### src/rtl/poly_tonegen.sv
// rtl/poly_tonegen.sv - polyphonic square-wave tone generator with voice allocation and sigma-delta mix
// Key events are registered for one cycle, then steer voices; the mix and 1-bit output follow as two more register stages.
module poly_tonegen #(
  parameter int VOICES = 4,
  parameter int DIV_W  = 17,
  parameter int STEAL  = 1
) (
  input  logic                         clk,
  input  logic                         rst,
  input  logic                         key_valid,
  input  logic [3:0]                   key_code,
  input  logic                         key_down,
  input  logic                         semitone,
  input  logic [1:0]                   octave,
  output logic [VOICES-1:0]            voice_active,
  output logic                         drop,
  output logic [$clog2(VOICES+1)-1:0]  mix,
  output logic                         waveR,
  output logic                         waveL
);

  localparam int MW  = $clog2(VOICES + 1);
  localparam int MW1 = MW + 1;
  localparam int VW  = (VOICES > 1) ? $clog2(VOICES) : 1;
  localparam logic [DIV_W-1:0] DIV_ONE = DIV_W'(1);
  localparam logic [MW:0]      V_LIM   = MW1'(VOICES);

  function automatic logic [DIV_W-1:0] half_period(input logic [4:0] idx);
    logic [16:0] p;
    case (idx)
      5'd0:    p = 17'd95556;
      5'd1:    p = 17'd90194;
      5'd2:    p = 17'd85132;
      5'd3:    p = 17'd80352;
      5'd4:    p = 17'd75843;
      5'd5:    p = 17'd71586;
      5'd6:    p = 17'd67568;
      5'd7:    p = 17'd63776;
      5'd8:    p = 17'd60196;
      5'd9:    p = 17'd56818;
      5'd10:   p = 17'd53629;
      5'd11:   p = 17'd50619;
      5'd12:   p = 17'd47778;
      5'd13:   p = 17'd45097;
      5'd14:   p = 17'd42566;
      5'd15:   p = 17'd40177;
      default: p = 17'd37921;
    endcase
    return DIV_W'(p);
  endfunction

  logic                            ev_valid;
  logic                            ev_down;
  logic [3:0]                      ev_code;
  logic [DIV_W-1:0]                ev_div;

  logic [VOICES-1:0][3:0]          code;
  logic [VOICES-1:0][DIV_W-1:0]    div;
  logic [VOICES-1:0][DIV_W-1:0]    cnt;
  logic [VOICES-1:0][2:0]          age;
  logic [VOICES-1:0]               phase;

  logic                            hit;
  logic [VW-1:0]                   hit_idx;
  logic                            free_any;
  logic [VW-1:0]                   free_idx;
  logic [VW-1:0]                   old_idx;
  logic [2:0]                      old_age;
  logic [VW-1:0]                   tgt;
  logic                            tgt_was_active;
  logic [2:0]                      tgt_age;
  logic [2:0]                      rel_age;
  logic                            press_go;
  logic                            release_go;
  logic                            do_drop;
  logic [MW-1:0]                   hi_cnt;
  logic [MW-1:0]                   acc;
  logic [MW:0]                     acc_next;
  logic [MW:0]                     acc_sub;

  // Divider is resolved at press time so later semitone/octave changes never reach a sounding voice.
  always_ff @(posedge clk or negedge rst) begin
    if (!rst) begin
      ev_valid <= 1'b0;
      ev_down  <= 1'b0;
      ev_code  <= '0;
      ev_div   <= '0;
    end else begin
      ev_valid <= key_valid;
      ev_down  <= key_down;
      ev_code  <= key_code;
      ev_div   <= half_period({1'b0, key_code} + {4'b0000, semitone}) >> octave;
    end
  end

  always_comb begin
    hit      = 1'b0;
    hit_idx  = '0;
    free_any = 1'b0;
    free_idx = '0;
    old_idx  = '0;
    old_age  = '0;
    for (int v = VOICES - 1; v >= 0; v--) begin
      if (voice_active[v] && code[v] == ev_code) begin
        hit     = 1'b1;
        hit_idx = VW'(v);
      end
      if (!voice_active[v]) begin
        free_any = 1'b1;
        free_idx = VW'(v);
      end
    end
    // Strict compare keeps the lowest index on equal ages.
    for (int v = 0; v < VOICES; v++) begin
      if (age[v] > old_age) begin
        old_age = age[v];
        old_idx = VW'(v);
      end
    end
    tgt            = hit ? hit_idx : (free_any ? free_idx : old_idx);
    tgt_was_active = hit || !free_any;
    tgt_age        = age[tgt];
    rel_age        = age[hit_idx];
    press_go       = ev_valid && ev_down && (hit || free_any || (STEAL != 0));
    do_drop        = ev_valid && ev_down && !hit && !free_any && (STEAL == 0);
    release_go     = ev_valid && !ev_down && hit;
  end

  always_ff @(posedge clk or negedge rst) begin
    if (!rst) begin
      voice_active <= '0;
      phase        <= '0;
      code         <= '0;
      div          <= '0;
      cnt          <= '0;
      age          <= '0;
    end else begin
      for (int v = 0; v < VOICES; v++) begin
        if (press_go && tgt == VW'(v)) begin
          voice_active[v] <= 1'b1;
          code[v]         <= ev_code;
          div[v]          <= ev_div;
          cnt[v]          <= '0;
          phase[v]        <= 1'b1;
          age[v]          <= 3'd0;
        end else if (release_go && hit_idx == VW'(v)) begin
          voice_active[v] <= 1'b0;
          cnt[v]          <= '0;
          phase[v]        <= 1'b0;
          age[v]          <= 3'd0;
        end else if (voice_active[v]) begin
          if (cnt[v] == div[v] - DIV_ONE) begin
            cnt[v]   <= '0;
            phase[v] <= ~phase[v];
          end else begin
            cnt[v] <= cnt[v] + DIV_ONE;
          end
          if (press_go && (!tgt_was_active || age[v] < tgt_age)) begin
            age[v] <= age[v] + 3'd1;
          end else if (release_go && age[v] > rel_age) begin
            age[v] <= age[v] - 3'd1;
          end
        end
      end
    end
  end

  always_comb begin
    hi_cnt = '0;
    for (int v = 0; v < VOICES; v++) begin
      hi_cnt = hi_cnt + MW'(voice_active[v] & phase[v]);
    end
    acc_next = {1'b0, acc} + {1'b0, mix};
    acc_sub  = acc_next - V_LIM;
  end

  always_ff @(posedge clk or negedge rst) begin
    if (!rst) begin
      mix   <= '0;
      drop  <= 1'b0;
      acc   <= '0;
      waveR <= 1'b0;
    end else begin
      mix  <= hi_cnt;
      drop <= do_drop;
      if (acc_next >= V_LIM) begin
        waveR <= 1'b1;
        acc   <= acc_sub[MW-1:0];
      end else begin
        waveR <= 1'b0;
        acc   <= acc_next[MW-1:0];
      end
    end
  end

  assign waveL = waveR;

endmodule

### config.mk
export PLATFORM = sky130hd
export DESIGN_NAME = poly_tonegen
export DESIGN_NICKNAME = d
export VERILOG_FILES = /design/src/rtl/poly_tonegen.sv
export SDC_FILE = /design/constraint.sdc
export NUM_CORES = 1
export LEC_CHECK = 0
export ABC_AREA = 1
export ABC_CLOCK_PERIOD_IN_PS = 6850
export BUFFER_PORTS_ARGS = -buffer_cell sky130_fd_sc_hd__buf_2
export CAP_MARGIN = 20
export CORE_AREA = 2 2 204 166
export DETAILED_ROUTE_END_ITERATION = 6
export DIE_AREA = 0 0 206 168
export SYNTH_ARGS = -nofsm -noshare
export SYNTH_HDL_FRONTEND = slang
export SYNTH_SLANG_ARGS = --single-unit
### constraint.sdc
create_clock -name clk -period 6.85 [get_ports clk]
set_input_delay 1.0275 -clock clk [delete_from_list [all_inputs] [get_ports clk]]
set_output_delay 1.0275 -clock clk [all_outputs]
set_load 0.02 [all_outputs]
==> summary.md <==
| Metric | Value |
|---|---|
| Synth async-reset ratio | `100.0%` |
| Critical path capture point type | `register` |
| Top cells by area, synth | `sky130_fd_sc_hd__dfrtp_1 (39%), sky130_fd_sc_hd__nand2_1 (11%), sky130_fd_sc_hd__o21ai_0 (6.8%)` |
| Placed Area | `0.01332 mm²` |
| RSZ-0062 raised after global routing | `no` |
| Residual DRC | `0` |
| Post-Synthesis Mean Instance Area | `7.667 µm²` |
| Post-CTS Setup Inserts | `0` |
| Count of flip-flops with a built-in enable after synthesis | `0` |
| Reported leakage power | `6.867 nW` |
| Vertical extent of the die | `168 µm` |
| Run status | `completed` |
| Root buffer cell | `sky130_fd_sc_hd__clkbuf_16` |
| Minimum setup slack in the final design | `1.689 ns` |
| Die area | `0.03461 mm²` |
| CP Class | `reg -> reg` |
| Initial Util | `38.98%` |
| Timing-limited maximum frequency | `0.1938 GHz` |
| Crit path max fanout | `10` |
| Post-synthesis cell type count | `49` |
| Drt pass-1 iters | `5` |
| Required @ worst endpoint | `7.25 ns` |
| Syn Nets | `1731` |
| Post-Syn Area | `0.01282 mm²` |
| Actual transition at the worst max-transition pin | `1.154 ns` |
| GR Util All Layers | `18.76%` |
| Number of port buffers | `19` |
| Final hold violations | `0` |
| Synth-to-Final Area Change | `10.06%` |
| Final critical delay including setup and external delays | `5.161 ns` |
| Arr. time, crit path | `5.56 ns` |
| Worst vdd ir | `0.1946 mV` |
| Antenna cell count | `0` |
| Global-route wire length before repair | `52740 µm` |
| Most frequent standard cell in the layout excluding fill and tap cells | `sky130_fd_sc_hd__nand2_1` |
| Min-Delay Path Class | `in -> async` |
| Share of post-route cells with drive strength above 1 | `7.438%` |
| Worst Hold Slack | `0.3848 ns` |
| Post-route cell area | `0.01411 mm²` |
| WL final | `31620 µm` |
| Yosys warning count | `0` |
| Number of buffers on the longest clock path | `3` |
| Vias in the first global route | `10.01k` |
| Iter 0 DRT Violations | `671` |
| Worst slew margin relative to its limit | `23.09%` |
| Clock-pin slew on the worst setup and hold paths | `0.07 ns` |
| Global-route congestion overflow total | `0` |
| Setup TNS after final layout | `0 ns` |
| Sinks on Clock Net | `202` |
| Final setup violating endpoints | `0` |
| Count of cells resized by post-cts repair | `0` |
| TritonCTS clock tree | `done` |
| Worst path most repeated cell | `sky130_fd_sc_hd__nand2_1` |
| Gate count after technology mapping | `1672` |
| Net count of the finished layout | `1738` |
| Critical path buffer and inverter count | `3` |
| Area share of the leading cell type in the synthesized netlist | `39.43%` |
| Width of the die | `206 µm` |
| Largest incremental delay on the critical path | `0.44 ns` |
| Overall via count from detail_route | `10.70k` |
| I/O pins | `21` |
| Clock Latency Late Sink | `0.52 ns` |
| Commonest cells after routing, fill and taps aside | `sky130_fd_sc_hd__nand2_1 (386), sky130_fd_sc_hd__dfrtp_1 (202), sky130_fd_sc_hd__o21ai_0 (175), sky130_fd_sc_hd__inv_1 (170), sky130_fd_sc_hd__nor2_1 (164)` |
| Master of the slowest instance on the critical path | `sky130_fd_sc_hd__dfrtp_1` |
| Post-synthesis sequential area ratio | `39.43%` |
| Flops & latches, synth | `202` |
| Largest area contributor in the synthesized netlist | `sky130_fd_sc_hd__dfrtp_1` |
| Kind of cell adding the most delay to the critical path | `simple AND/OR/NAND/NOR gates` |
| Detail-routed net length per standard cell | `14.86 µm` |
| Most instantiated flip-flop cell in the synthesis netlist | `sky130_fd_sc_hd__dfrtp_1` |
| Core Region | `0.03288 mm²` |
| Worst slack after detailed placement | `1.726 ns` |
| Largest net degree at the start of global routing | `183` |
| RePlAce Congestion | `0.8738` |
| Critical Path Start Type | `register` |
| Max capacitance violation total | `0` |
| Placement row count | `60` |
| Number of slew-limit violations in the final report | `0` |
| Detail Route Antenna Nets | `0` |
| Number of buffers created by CTS | `23` |
| Post-detail-place hpwl | `23350 µm` |
| Via density per instance | `5.028` |
| Clock tree skew after final layout | `0.01678 ns` |
| Power per Cell Area | `486.7 mW/mm²` |
| Fin crit share | `75.34%` |
| Initial antenna violation count | `0` |
| CTS H-Tree Depth | `1` |
| Hold-fix buffer count after cts | `0` |
[registers in the layout, indices dropped and copies added, names as in the netlist, 3 cells and up]
signal / count
ev_div: 17
age: 12
cnt: 68
acc: 3
phase: 4
code: 16
mix: 3
div: 68
voice_active: 4
ev_code: 4
[layout make-up]
type                    instances  area, µm²
repair buffers                 21      131.4
fillers                      3340      18770
flip-flops and latches        202       5055
clock inverters                10      137.6
multi-input cells            1247       6897
clock buffers                  30      651.9
well taps                     434      543.0
inverters                     184      693.2
[Yosys cell counts (10+ instances only)]
| cell type | n |
|---|---|
| sky130_fd_sc_hd__ha_1 | 42 |
| sky130_fd_sc_hd__nor3_1 | 39 |
| sky130_fd_sc_hd__dfrtp_1 | 202 |
| sky130_fd_sc_hd__a21oi_1 | 51 |
| sky130_fd_sc_hd__nand2_1 | 386 |
| sky130_fd_sc_hd__nand3_1 | 83 |
| sky130_fd_sc_hd__o21ai_0 | 175 |
| sky130_fd_sc_hd__clkbuf_1 | 24 |
| sky130_fd_sc_hd__nand4_1 | 33 |
| sky130_fd_sc_hd__nand2_2 | 15 |
| sky130_fd_sc_hd__nor2_1 | 164 |
| sky130_fd_sc_hd__o21ai_1 | 20 |
| sky130_fd_sc_hd__nor4_1 | 14 |
| sky130_fd_sc_hd__xnor2_1 | 50 |
| sky130_fd_sc_hd__or2_2 | 10 |
| sky130_fd_sc_hd__xor2_1 | 94 |
| sky130_fd_sc_hd__inv_1 | 170 |
| sky130_fd_sc_hd__inv_2 | 11 |
[per-stage QoR]
stage               util, %  std cells  power, W
floorplan                 -       1672  0.004754
global placement      40.51       2088  0.005515
detailed placement    40.51       2088  0.005593
CTS                   42.91       2128  0.006916
global route          42.91       2128  0.007561
finish                42.91       2128  0.006867
[logic make-up after synthesis]
| kind of cell | share of synthesized area (%) |
|---|---|
| simple gates | 27.88 |
| compound gates | 10.86 |
| buf+inv | 6.764 |
| flops | 39.43 |
| xor+xnor | 9.839 |
| fa+ha+maj | 5.037 |
| mux | 0.1562 |
| other cells | 0.02925 |
[power breakdown]
part / switching (W) / leakage [nW] / internal [W] / total [W]
sequential: 0.000441 / 2.59 / 0.00157 / 0.00202
clock: 0.000502 / 0.385 / 0.000783 / 0.00128
combinational: 0.00227 / 3.89 / 0.00130 / 0.00357
total: 0.00321 / 6.87 / 0.00365 / 0.00687
[path summary, 6_finish.rpt]
check / startpoint / end / slack (ns) / cells after the start
worst min-delay path: rst / age[3] / 0.38 / 1
min in group clk: acc[0] / acc[0] / 0.47 / 1
max in group asynchronous: rst / cnt[42] / 5.12 / 2
worst min register to register: acc[0] / acc[0] / 0.47 / 1
worst max-delay path: age[2] / age[2] / 1.69 / 38
worst max register to register: age[2] / age[2] / 1.69 / 38
[layer usage]
layer	share of wire (%)	track usage, %
met3	3.3	1.994
met5	0	0
met2	43	29.09
met1	52	28.21
met4	1.8	3.882
Note: power is estimated with default switching activity, not from simulation.
